$ cat src/rtl/vdp_row_fetch_if.sv
// VDP read port between the row prefetcher (master) and the external memory controller (slave).
interface vdp_row_fetch_if #(
    parameter int VRAM_AW = 14
);
    logic [VRAM_AW-1:0] vdp_addr;
    logic               vdp_read_rq;
    logic               vdp_pipeline_reads;
    logic               vdp_read_ack;
    logic [7:0]         vdp_data_out;

    modport master (
        output vdp_addr, vdp_read_rq, vdp_pipeline_reads,
        input  vdp_read_ack, vdp_data_out
    );

    modport slave (
        input  vdp_addr, vdp_read_rq, vdp_pipeline_reads,
        output vdp_read_ack, vdp_data_out
    );
endinterface

$ cat src/rtl/vdp_row_fetch.sv
// Row prefetcher: one acknowledged read followed by pipelined reads fill a local byte buffer
// that the VDP renderer reads by index with one cycle of latency.
module vdp_row_fetch #(
    parameter int DEPTH_LOG2 = 5,
    parameter int VRAM_AW    = 14
) (
    input  logic                  clock,
    input  logic                  reset,
    input  logic                  start,
    input  logic [VRAM_AW-1:0]    start_addr,
    input  logic [DEPTH_LOG2:0]   length,
    output logic                  busy,
    output logic                  done,
    input  logic [DEPTH_LOG2-1:0] rd_idx,
    output logic [7:0]            rd_data,
    vdp_row_fetch_if.master       vdp
);
    localparam int DEPTH = 1 << DEPTH_LOG2;

    typedef logic [DEPTH_LOG2-1:0] idx_t;
    typedef enum logic [1:0] {IDLE, WAIT_ACK, STREAM, DRAIN} state_t;
    typedef struct packed {
        logic valid;
        idx_t idx;
    } tag_t;

    state_t             state_q, state_d;
    logic               busy_q, busy_d;
    logic               done_q, done_d;
    logic               rq_q, rq_d;
    logic               pipe_q, pipe_d;
    logic [VRAM_AW-1:0] addr_q, addr_d;
    logic [VRAM_AW-1:0] base_q, base_d;
    idx_t               idx_q, idx_d;
    idx_t               last_q, last_d;
    tag_t               tag1_q, tag1_d;
    tag_t               tag2_q;

    logic [7:0]         row_buf [DEPTH];
    logic               wr_en;
    idx_t               wr_idx;

    idx_t               idx_inc;
    idx_t               len_last;

    assign idx_inc  = idx_q + idx_t'(1);
    // Index of the last byte to fetch; lengths above the buffer depth clamp to a full row.
    assign len_last = length[DEPTH_LOG2] ? '1 : (length[DEPTH_LOG2-1:0] - idx_t'(1));

    // NOTE: every signal written here gets its default first, so no path can infer a latch.
    always_comb begin
        state_d = state_q;
        busy_d  = busy_q;
        done_d  = 1'b0;
        rq_d    = 1'b0;
        pipe_d  = pipe_q;
        addr_d  = addr_q;
        base_d  = base_q;
        idx_d   = idx_q;
        last_d  = last_q;
        tag1_d  = '0;
        wr_en   = 1'b0;
        wr_idx  = tag2_q.idx;

        unique case (state_q)
            IDLE: begin
                if (start) begin
                    if (length == '0) begin
                        done_d = 1'b1;
                    end else begin
                        base_d  = start_addr;
                        last_d  = len_last;
                        idx_d   = '0;
                        addr_d  = start_addr;
                        busy_d  = 1'b1;
                        rq_d    = 1'b1;
                        pipe_d  = (len_last != '0);
                        state_d = WAIT_ACK;
                    end
                end
            end
            WAIT_ACK: begin
                if (vdp.vdp_read_ack) begin
                    wr_en  = 1'b1;
                    wr_idx = '0;
                    if (last_q == '0) begin
                        done_d  = 1'b1;
                        busy_d  = 1'b0;
                        state_d = IDLE;
                    end else begin
                        idx_d   = idx_inc;
                        addr_d  = base_q + VRAM_AW'(idx_inc);
                        state_d = STREAM;
                    end
                end
            end
            STREAM: begin
                // The tag names the address on the bus this cycle; its byte lands two cycles later.
                tag1_d = '{valid: 1'b1, idx: idx_q};
                if (idx_q == last_q) begin
                    pipe_d  = 1'b0;
                    state_d = DRAIN;
                end else begin
                    idx_d  = idx_inc;
                    addr_d = base_q + VRAM_AW'(idx_inc);
                end
            end
            DRAIN: begin
                if (tag2_q.valid && tag2_q.idx == last_q) begin
                    done_d  = 1'b1;
                    busy_d  = 1'b0;
                    state_d = IDLE;
                end
            end
            default: state_d = IDLE;
        endcase

        // Beats with no valid tag (duplicates of the first address) are dropped here.
        if (tag2_q.valid) begin
            wr_en  = 1'b1;
            wr_idx = tag2_q.idx;
        end
    end

    // NOTE: sequential state uses non-blocking assignments so every register samples pre-edge values.
    always_ff @(posedge clock or posedge reset) begin
        if (reset) begin
            state_q <= IDLE;
            busy_q  <= 1'b0;
            done_q  <= 1'b0;
            rq_q    <= 1'b0;
            pipe_q  <= 1'b0;
            addr_q  <= '0;
            base_q  <= '0;
            idx_q   <= '0;
            last_q  <= '0;
            tag1_q  <= '0;
            tag2_q  <= '0;
        end else begin
            state_q <= state_d;
            busy_q  <= busy_d;
            done_q  <= done_d;
            rq_q    <= rq_d;
            pipe_q  <= pipe_d;
            addr_q  <= addr_d;
            base_q  <= base_d;
            idx_q   <= idx_d;
            last_q  <= last_d;
            tag1_q  <= tag1_d;
            tag2_q  <= tag1_q;
        end
    end

    // NOTE: the row buffer is deliberately left out of reset; its contents persist between fetches.
    always_ff @(posedge clock) begin
        if (wr_en) begin
            row_buf[wr_idx] <= vdp.vdp_data_out;
        end
    end

    always_ff @(posedge clock or posedge reset) begin
        if (reset) begin
            rd_data <= '0;
        end else begin
            rd_data <= row_buf[rd_idx];
        end
    end

    assign busy                   = busy_q;
    assign done                   = done_q;
    assign vdp.vdp_addr           = addr_q;
    assign vdp.vdp_read_rq        = rq_q;
    assign vdp.vdp_pipeline_reads = pipe_q;
endmodule

$ cat src/flat_wrapper.sv
// flat-port wrapper written by rule: the top's interface ports become plain ports
module vdp_row_fetch_flat 
#(
    parameter int DEPTH_LOG2 = 5,
    parameter int VRAM_AW    = 14
)
  (clock, reset, start, start_addr, length, busy, done, rd_idx, rd_data, vdp_vdp_addr, vdp_vdp_read_rq, vdp_vdp_pipeline_reads, vdp_vdp_read_ack, vdp_vdp_data_out);
  vdp_row_fetch_if #(.VRAM_AW(VRAM_AW)) vdp_i ();
  input  logic clock;
  input  logic reset;
  input  logic start;
  input  logic [VRAM_AW-1:0] start_addr;
  input  logic [DEPTH_LOG2:0] length;
  output logic busy;
  output logic done;
  input  logic [DEPTH_LOG2-1:0] rd_idx;
  output logic [7:0] rd_data;
  output wire logic [$bits(vdp_i.vdp_addr)-1:0] vdp_vdp_addr;
  output wire logic [$bits(vdp_i.vdp_read_rq)-1:0] vdp_vdp_read_rq;
  output wire logic [$bits(vdp_i.vdp_pipeline_reads)-1:0] vdp_vdp_pipeline_reads;
  input wire logic [$bits(vdp_i.vdp_read_ack)-1:0] vdp_vdp_read_ack;
  input wire logic [$bits(vdp_i.vdp_data_out)-1:0] vdp_vdp_data_out;
  assign vdp_vdp_addr = vdp_i.vdp_addr;
  assign vdp_vdp_read_rq = vdp_i.vdp_read_rq;
  assign vdp_vdp_pipeline_reads = vdp_i.vdp_pipeline_reads;
  assign vdp_i.vdp_read_ack = vdp_vdp_read_ack;
  assign vdp_i.vdp_data_out = vdp_vdp_data_out;
  vdp_row_fetch #(.DEPTH_LOG2(DEPTH_LOG2), .VRAM_AW(VRAM_AW)) u_core (.clock(clock), .reset(reset), .start(start), .start_addr(start_addr), .length(length), .busy(busy), .done(done), .rd_idx(rd_idx), .rd_data(rd_data), .vdp(vdp_i));
endmodule
$ cat config.mk
export PLATFORM = sky130hd
export DESIGN_NAME = vdp_row_fetch_flat
export DESIGN_NICKNAME = d
export VERILOG_FILES = /design/src/rtl/vdp_row_fetch_if.sv /design/src/rtl/vdp_row_fetch.sv /design/src/flat_wrapper.sv
export SDC_FILE = /design/constraint.sdc
export NUM_CORES = 1
export LEC_CHECK = 0
export CAP_MARGIN = 20
export CORE_AREA = 3 3 204 206
export CTS_CLUSTER_DIAMETER = 30
export DETAILED_ROUTE_END_ITERATION = 6
export DIE_AREA = 0 0 207 209
export PLACE_DENSITY_LB_ADDON = 0.1
export SYNTH_ARGS = -nofsm -noshare
export SYNTH_HDL_FRONTEND = slang
export SYNTH_SLANG_ARGS = --single-unit
$ cat constraint.sdc
create_clock -name clock -period 2.65 [get_ports clock]
set_input_delay 0.53 -clock clock [delete_from_list [all_inputs] [get_ports clock]]
set_output_delay 0.53 -clock clock [all_outputs]
set_load 0.05 [all_outputs]
* Yosys cells after proc, flatten, opt, wreduce, memory -nomap -nowiden
Memory sizes are Yosys's and may differ from the RTL's. A register that Yosys moved wholly into a read port is not among the register bits. Cells that the tools add are included.
Operators by class: add/subtract/negate cells 3, bitwise logic cells 1, mux-type cells 48, equal/unequal tests 13, reductions and logical operators 13
Operators with widths (number):
- $mux W14 | 5
- $mux W5 | 9
- $pmux W14 S3 | 1
- $mux W1 | 21
- $pmux W5 S3 | 1
- $add A14 B5 Y14 | 1
- $mux W2 | 6
- $reduce_and A6 Y1 | 2
- $eq A5 B5 Y1 | 2
- $ne A2 B2 Y1 const B | 5
- $pmux W2 S4 | 1
- $logic_not A6 Y1 | 1
- $mux W6 | 1
- $ne A2 B1 Y1 const B | 3
- $pmux W1 S3 | 2
- $reduce_bool A3 Y1 | 2
- $add A5 B1 Y5 const B | 1
- $logic_not A5 Y1 | 1
- $reduce_and A5 Y1 | 1
- $reduce_bool A5 Y1 | 1
- $sub A5 B1 Y5 const B | 1
- $eq A2 B2 Y1 const B | 2
- $reduce_and A4 Y1 | 1
- $reduce_and A3 Y1 | 1
- 6 further kinds | 6
Word-level totals: register bits after elaboration 56, input port bits 37, bits in writable memories 256, memories kept 1, word-level logic and storage cells 92
Memories:
- u_core.row_buf | words 32, bits a word 8, rd ports 1, clocked after memory_dff 1, wr ports 1, line vdp_row_fetch.sv:39 | logic [7:0] row_buf [DEPTH];

* Longest topological paths before layout
Gate-level depths: netlist (run 1).
depth after elaboration 6, depth in mapped cells 10, gate-level depth less buffers 9

* Worst setup path before layout (run 1)
No wires, ideal clock.
path type register to register, start reg u_core.idx_q[0], end reg u_core.addr_q[13], in the netlist u_core.vdp.vdp_addr[13], data required time 2583 ps, library setup time 67 ps, stages on the path, launching flop included 11, arrival 2449 ps, path slack 134 ps, period minus slack after synthesis 2516 ps, cell sequence dfrtp_1 -> ha_1 -> nand3_1 -> xnor2_1 -> ha_1 -> clkbuf_1 -> nor2_1 -> o21a_1 -> or4b_2 -> a31oi_1 -> mux2_2
On the way: longest elaborated chain between the ends 5, elaborated cells between the ends (all ways) 9
RTL lines:
- start, declared | line vdp_row_fetch.sv:34 | idx_t idx_q, idx_d;
- start signal, assigned | line vdp_row_fetch.sv:147 | idx_q <= idx_d;
- $add A5 B1 Y5 | line vdp_row_fetch.sv:46 | assign idx_inc = idx_q + idx_t'(1);
- $add A14 B5 Y14 | line vdp_row_fetch.sv:92, vdp_row_fetch.sv:105
- $mux W14 | line vdp_row_fetch.sv:86 | if (last_q == '0) begin
- $mux W14 | line vdp_row_fetch.sv:83 | if (vdp.vdp_read_ack) begin
- $pmux W14 S3 | line vdp_row_fetch.sv:65 | unique case (state_q)
- end signal, assigned | line vdp_row_fetch.sv:145 | addr_q <= addr_d;
- end, declared | line vdp_row_fetch.sv:32 | logic [VRAM_AW-1:0] addr_q, addr_d;
Several ways; a longest one is shown, not always the timed one. The select of a mux whose other input is x is not followed. A chain may end at the register's enable or synchronous reset.

* Final worst setup path (run 1)
start reg u_core.idx_q[0], end reg u_core.addr_q[9], in the netlist u_core.vdp.vdp_addr[9]
Same word-level chain as after synthesis.

==> results of run 1 <==
## worst min-delay path by stage
stage	startpoint	to	slack, ns	depth (start not counted)
global route	u_core.tag1_q[2]	u_core.tag2_q[2]	0.35	0
floorplan	u_core.tag1_q[0]	u_core.tag2_q[0]	0.33	0
detailed placement	u_core.tag1_q[2]	u_core.tag2_q[2]	0.33	0
CTS	u_core.tag1_q[5]	u_core.tag2_q[5]	0.35	0
finish	u_core.tag1_q[2]	u_core.tag2_q[2]	0.34	0
global placement	u_core.tag1_q[5]	u_core.tag2_q[5]	0.33	0
## cells in the final DEF (no fill, tap or decap), types with 3 or more instances in the layout
master / netlist / layout
a21oi_1: 12 / 12
a31oi_1: 10 / 10
and2_1: 3 / 3
buf_12: 1 / 8
buf_4: 0 / 70
bufinv_16: 0 / 9
clkbuf_1: 16 / 12
clkbuf_16: 0 / 73
clkbuf_8: 0 / 6
clkdlybuf4s50_1: 0 / 60
clkinv_1: 0 / 5
clkinv_2: 0 / 12
clkinvlp_4: 0 / 8
dfrtp_1: 64 / 64
edfxtp_1: 256 / 256
ha_1: 12 / 11
inv_1: 22 / 21
inv_16: 0 / 3
inv_6: 0 / 4
mux2_2: 27 / 27
mux2i_1: 9 / 9
mux4_2: 80 / 80
nand2_1: 21 / 21
nand3_1: 9 / 9
nand4_1: 5 / 5
nor2_1: 58 / 58
nor2b_1: 5 / 5
nor3_1: 4 / 4
o2111ai_1: 4 / 4
o21a_1: 4 / 3
o21ai_0: 9 / 9
o221ai_1: 4 / 4
o31ai_1: 3 / 3
or4_1: 3 / 3
xnor2_1: 15 / 15
xor2_1: 5 / 5
## logic make-up (layout without fill, tap and decap cells)
group                    Yosys count  in the layout
buffers and inverters             54            294
adder cells (fa/ha/maj)           13             13
XOR/XNOR                          20             20
flip-flops                       320            320
AND/OR/NAND/NOR                  126            126
AO/OA/AOI/OAI                     61             61
multiplexers                     118            118
## registers in the layout, summed over array words and instances, names as in the netlist, named ones only
| signal | cells |
|---|---|
| u_core.base_q | 14 |
| u_core.state_q | 1 |
| u_core.busy | 1 |
| u_core.last_q | 5 |
| u_core.done | 1 |
| u_core.tag1_q | 6 |
| u_core.vdp.vdp_read_rq | 1 |
| u_core.tag2_q | 6 |
| u_core.vdp.vdp_pipeline_reads | 1 |
| u_core.row_buf | 256 |
| u_core.idx_q | 5 |
| u_core.rd_data | 8 |
| u_core.vdp.vdp_addr | 14 |
## worst max-delay path: stages, from the launching register on
cell	delay, ns
dfrtp_1	0.41
ha_2	0.23
xor2_1	0.15
ha_1	0.30
o21ai_0	0.11
o21a_2	0.26
buf_4	0.16
or4_1	0.47
a31oi_1	0.22
mux2_2	0.18
## metal layers
metal	share of wire	wire [µm]	vias to the layer above	global-route usage
li1	-	-	3231	-
met1	0.45	13800	3704	0.192
met2	0.48	15000	168	0.233
met3	0.042	1310	59	0.0393
met4	0.027	850	0	0.0538
met5	0	0	-	0
## timing repair
item / CTS / global route
pin swaps: 1 / 1
setup buffers: 0 / 0
endpoints found under the hold margin: 0 / 0
setup endpoints to repair: 2 / 5
gates resized for setup: 2 / 1
## metrics by stage
stage,setup WS [ns],TNS (ns),hold WS [ns],instances,area (µm²)
global route,0.00457,0,0.347,1477,17400
CTS,0.0213,0,0.345,1477,17400
finish,0.106,0,0.344,1477,17400
global placement,-0.131,-1.83,0.334,1344,15000
floorplan,0.134,0,0.331,712,13200
detailed placement,-0.175,-2.93,0.335,1344,15000
## power by group
| part | internal (mW) | switching (mW) | total [mW] |
|---|---|---|---|
| registers | 5.89 | 0.346 | 6.23 |
| logic | 1.64 | 2.06 | 3.71 |
| clock network | 6.11 | 2.76 | 8.87 |
| total | 13.6 | 5.17 | 18.8 |
## layout make-up
cell class                 count  area, µm²
clock buffer                  91       1950
inverter                      22       82.6
timing repair buffer         139       1290
clock inverter                42        513
sequential                   320       9290
fill                        3544      22400
tap                          525        657
multi-input combinational    338       3640
==> metrics.md, run 1 <==
| Metric | Value |
|---|---|
| Largest net degree at the start of global routing | 65 |
| ANT nets after route | 0 |
| P&R area growth vs syn | 32.4% |
| CP startpoint | u_core.idx_q[0] |
| Req. time, crit path | 3.14 ns |
| Row cnt | 73 |
| Pwr per Cell Area | 1080 mW/mm² |
| Initial antenna violation count | 0 |
| Share of synthesized registers carrying an async set or reset | 0.200 |
| Clock sinks | 320 |
| Post-route core utilization | 0.438 |
| Via Count | 7162 |
| Initial Util | 0.330 |
| Post-synthesis simple-gate area fraction | 0.0467 |
| Total grt overflow | 0 |
| Yosys warnings | 0 |
| Post-Syn Area | 0.0132 mm² |
| DIE AREA | 0.0433 mm² |
| Mean number of vias per cell | 4.85 |
| N_diodes | 0 |
| Setup crit start kind | flip-flop |
| Hold buffer count at cts | 0 |
| Nets | 944 |
| Count of pins over their slew limit | 0 |
| CTS tree | done |
| Worst setup path end | u_core.vdp.vdp_addr[9] |
| Routability cong. | 0.777 |
| Cells after Synth | 712 |
| Largest family of logic cells by synthesized area | multiplexers |
| R2R depth | 9 |
| Unrepaired setup endpoints after global routing | no |
| Number of enable flip-flop cells after synthesis | 256 |
| Drt initial violations | 397 |
| Top_reg_cell synth | edfxtp_1 |
| Crit path DAT | 3.04 ns |
| Final Power | 18.8 mW |
| Tot GR Track Use | 0.146 |
| Worst setup EP type | flip-flop |
| H-tree levels | 3 |
| Synth Area in Compound Gates | 0.0339 |
| Peak Freq | 393 MHz |
| First-pass GRT wire length | 48.2 mm |
| Seq/Total Area, Yosys | 0.706 |
| Setup CP Type | reg2reg |
| Worst min-delay path class | reg2reg |
| PortBufs | 62 |
| Crit Path Max Fanout | 6 |
| Slew @ Worst Pin | 0.794 ns |
| Post-route minimum period | 2.54 ns |
| Mux cell area share after synthesis | 0.169 |
| Worst-case clock buffer depth | 3 |
| DRC | 0 |
| Setup violations, final | 0 |
| Leak Pwr | 6.18 nW |
| Synth Register Bits | 320 |
| Clock Skew | 0.0235 ns |
| Post-synthesis adder-cell area fraction | 0.0129 |
| Synth top area cells | edfxtp_1, mux4_2, dfrtp_1 |
| Max VDD drop | 621 µV |
| Clock-pin slew on the worst setup and hold paths | 0.05 ns |
| Yosys top cell by area | edfxtp_1 |
| Vias in the first global route | 7769 |
| Fin crit share | 0.960 |
| Die Ht | 209 µm |
| Synth top cells by count | edfxtp_1, mux4_2, dfrtp_1 |
| Final hold vios | 0 |
| DP HPWL | 20.2 mm |
| Final wirelength | 30.9 mm |
| Max cap viols | 0 |
| Post-Syn Nets | 762 |
| Xor/xnor share of the synthesized area | 0.0133 |
| Setup slack, reg-to-reg | 0.11 ns |
| Root buffer cell | clkbuf_16 |
| Slew headroom | 0.469 |
| Die width | 207 µm |
| RR Endpoint | u_core.vdp.vdp_addr[9] |
| DRT Pass-1 Iters | 5 |
| Cell variety after synth | 59 |
| Clk Latency, worst-skew pair | 0.57 ns |
| Drt wl/cell | 20.9 µm |
| Most instantiated library cell after synthesis | edfxtp_1 |
| Fraction of layout cells with a size suffix above 1 | 0.330 |
| Status | finished, final reports clean |
| Avg Cell Area, Syn | 18.5 µm² |
| Core area | 0.0398 mm² |
| TritonCTS Buffers | 73 |
| Io pins | 63 |
| Synth top area share | 0.584 |
| FF-to-FF Start | u_core.idx_q[0] |
(Power assumes the default switching activity.)
==> run 2, diff against run 1 <==
Settings changed: SLEW_MARGIN set to 15.
==> results of run 2 <==
Final layout, timing and power as in run 1 (identical DEF).
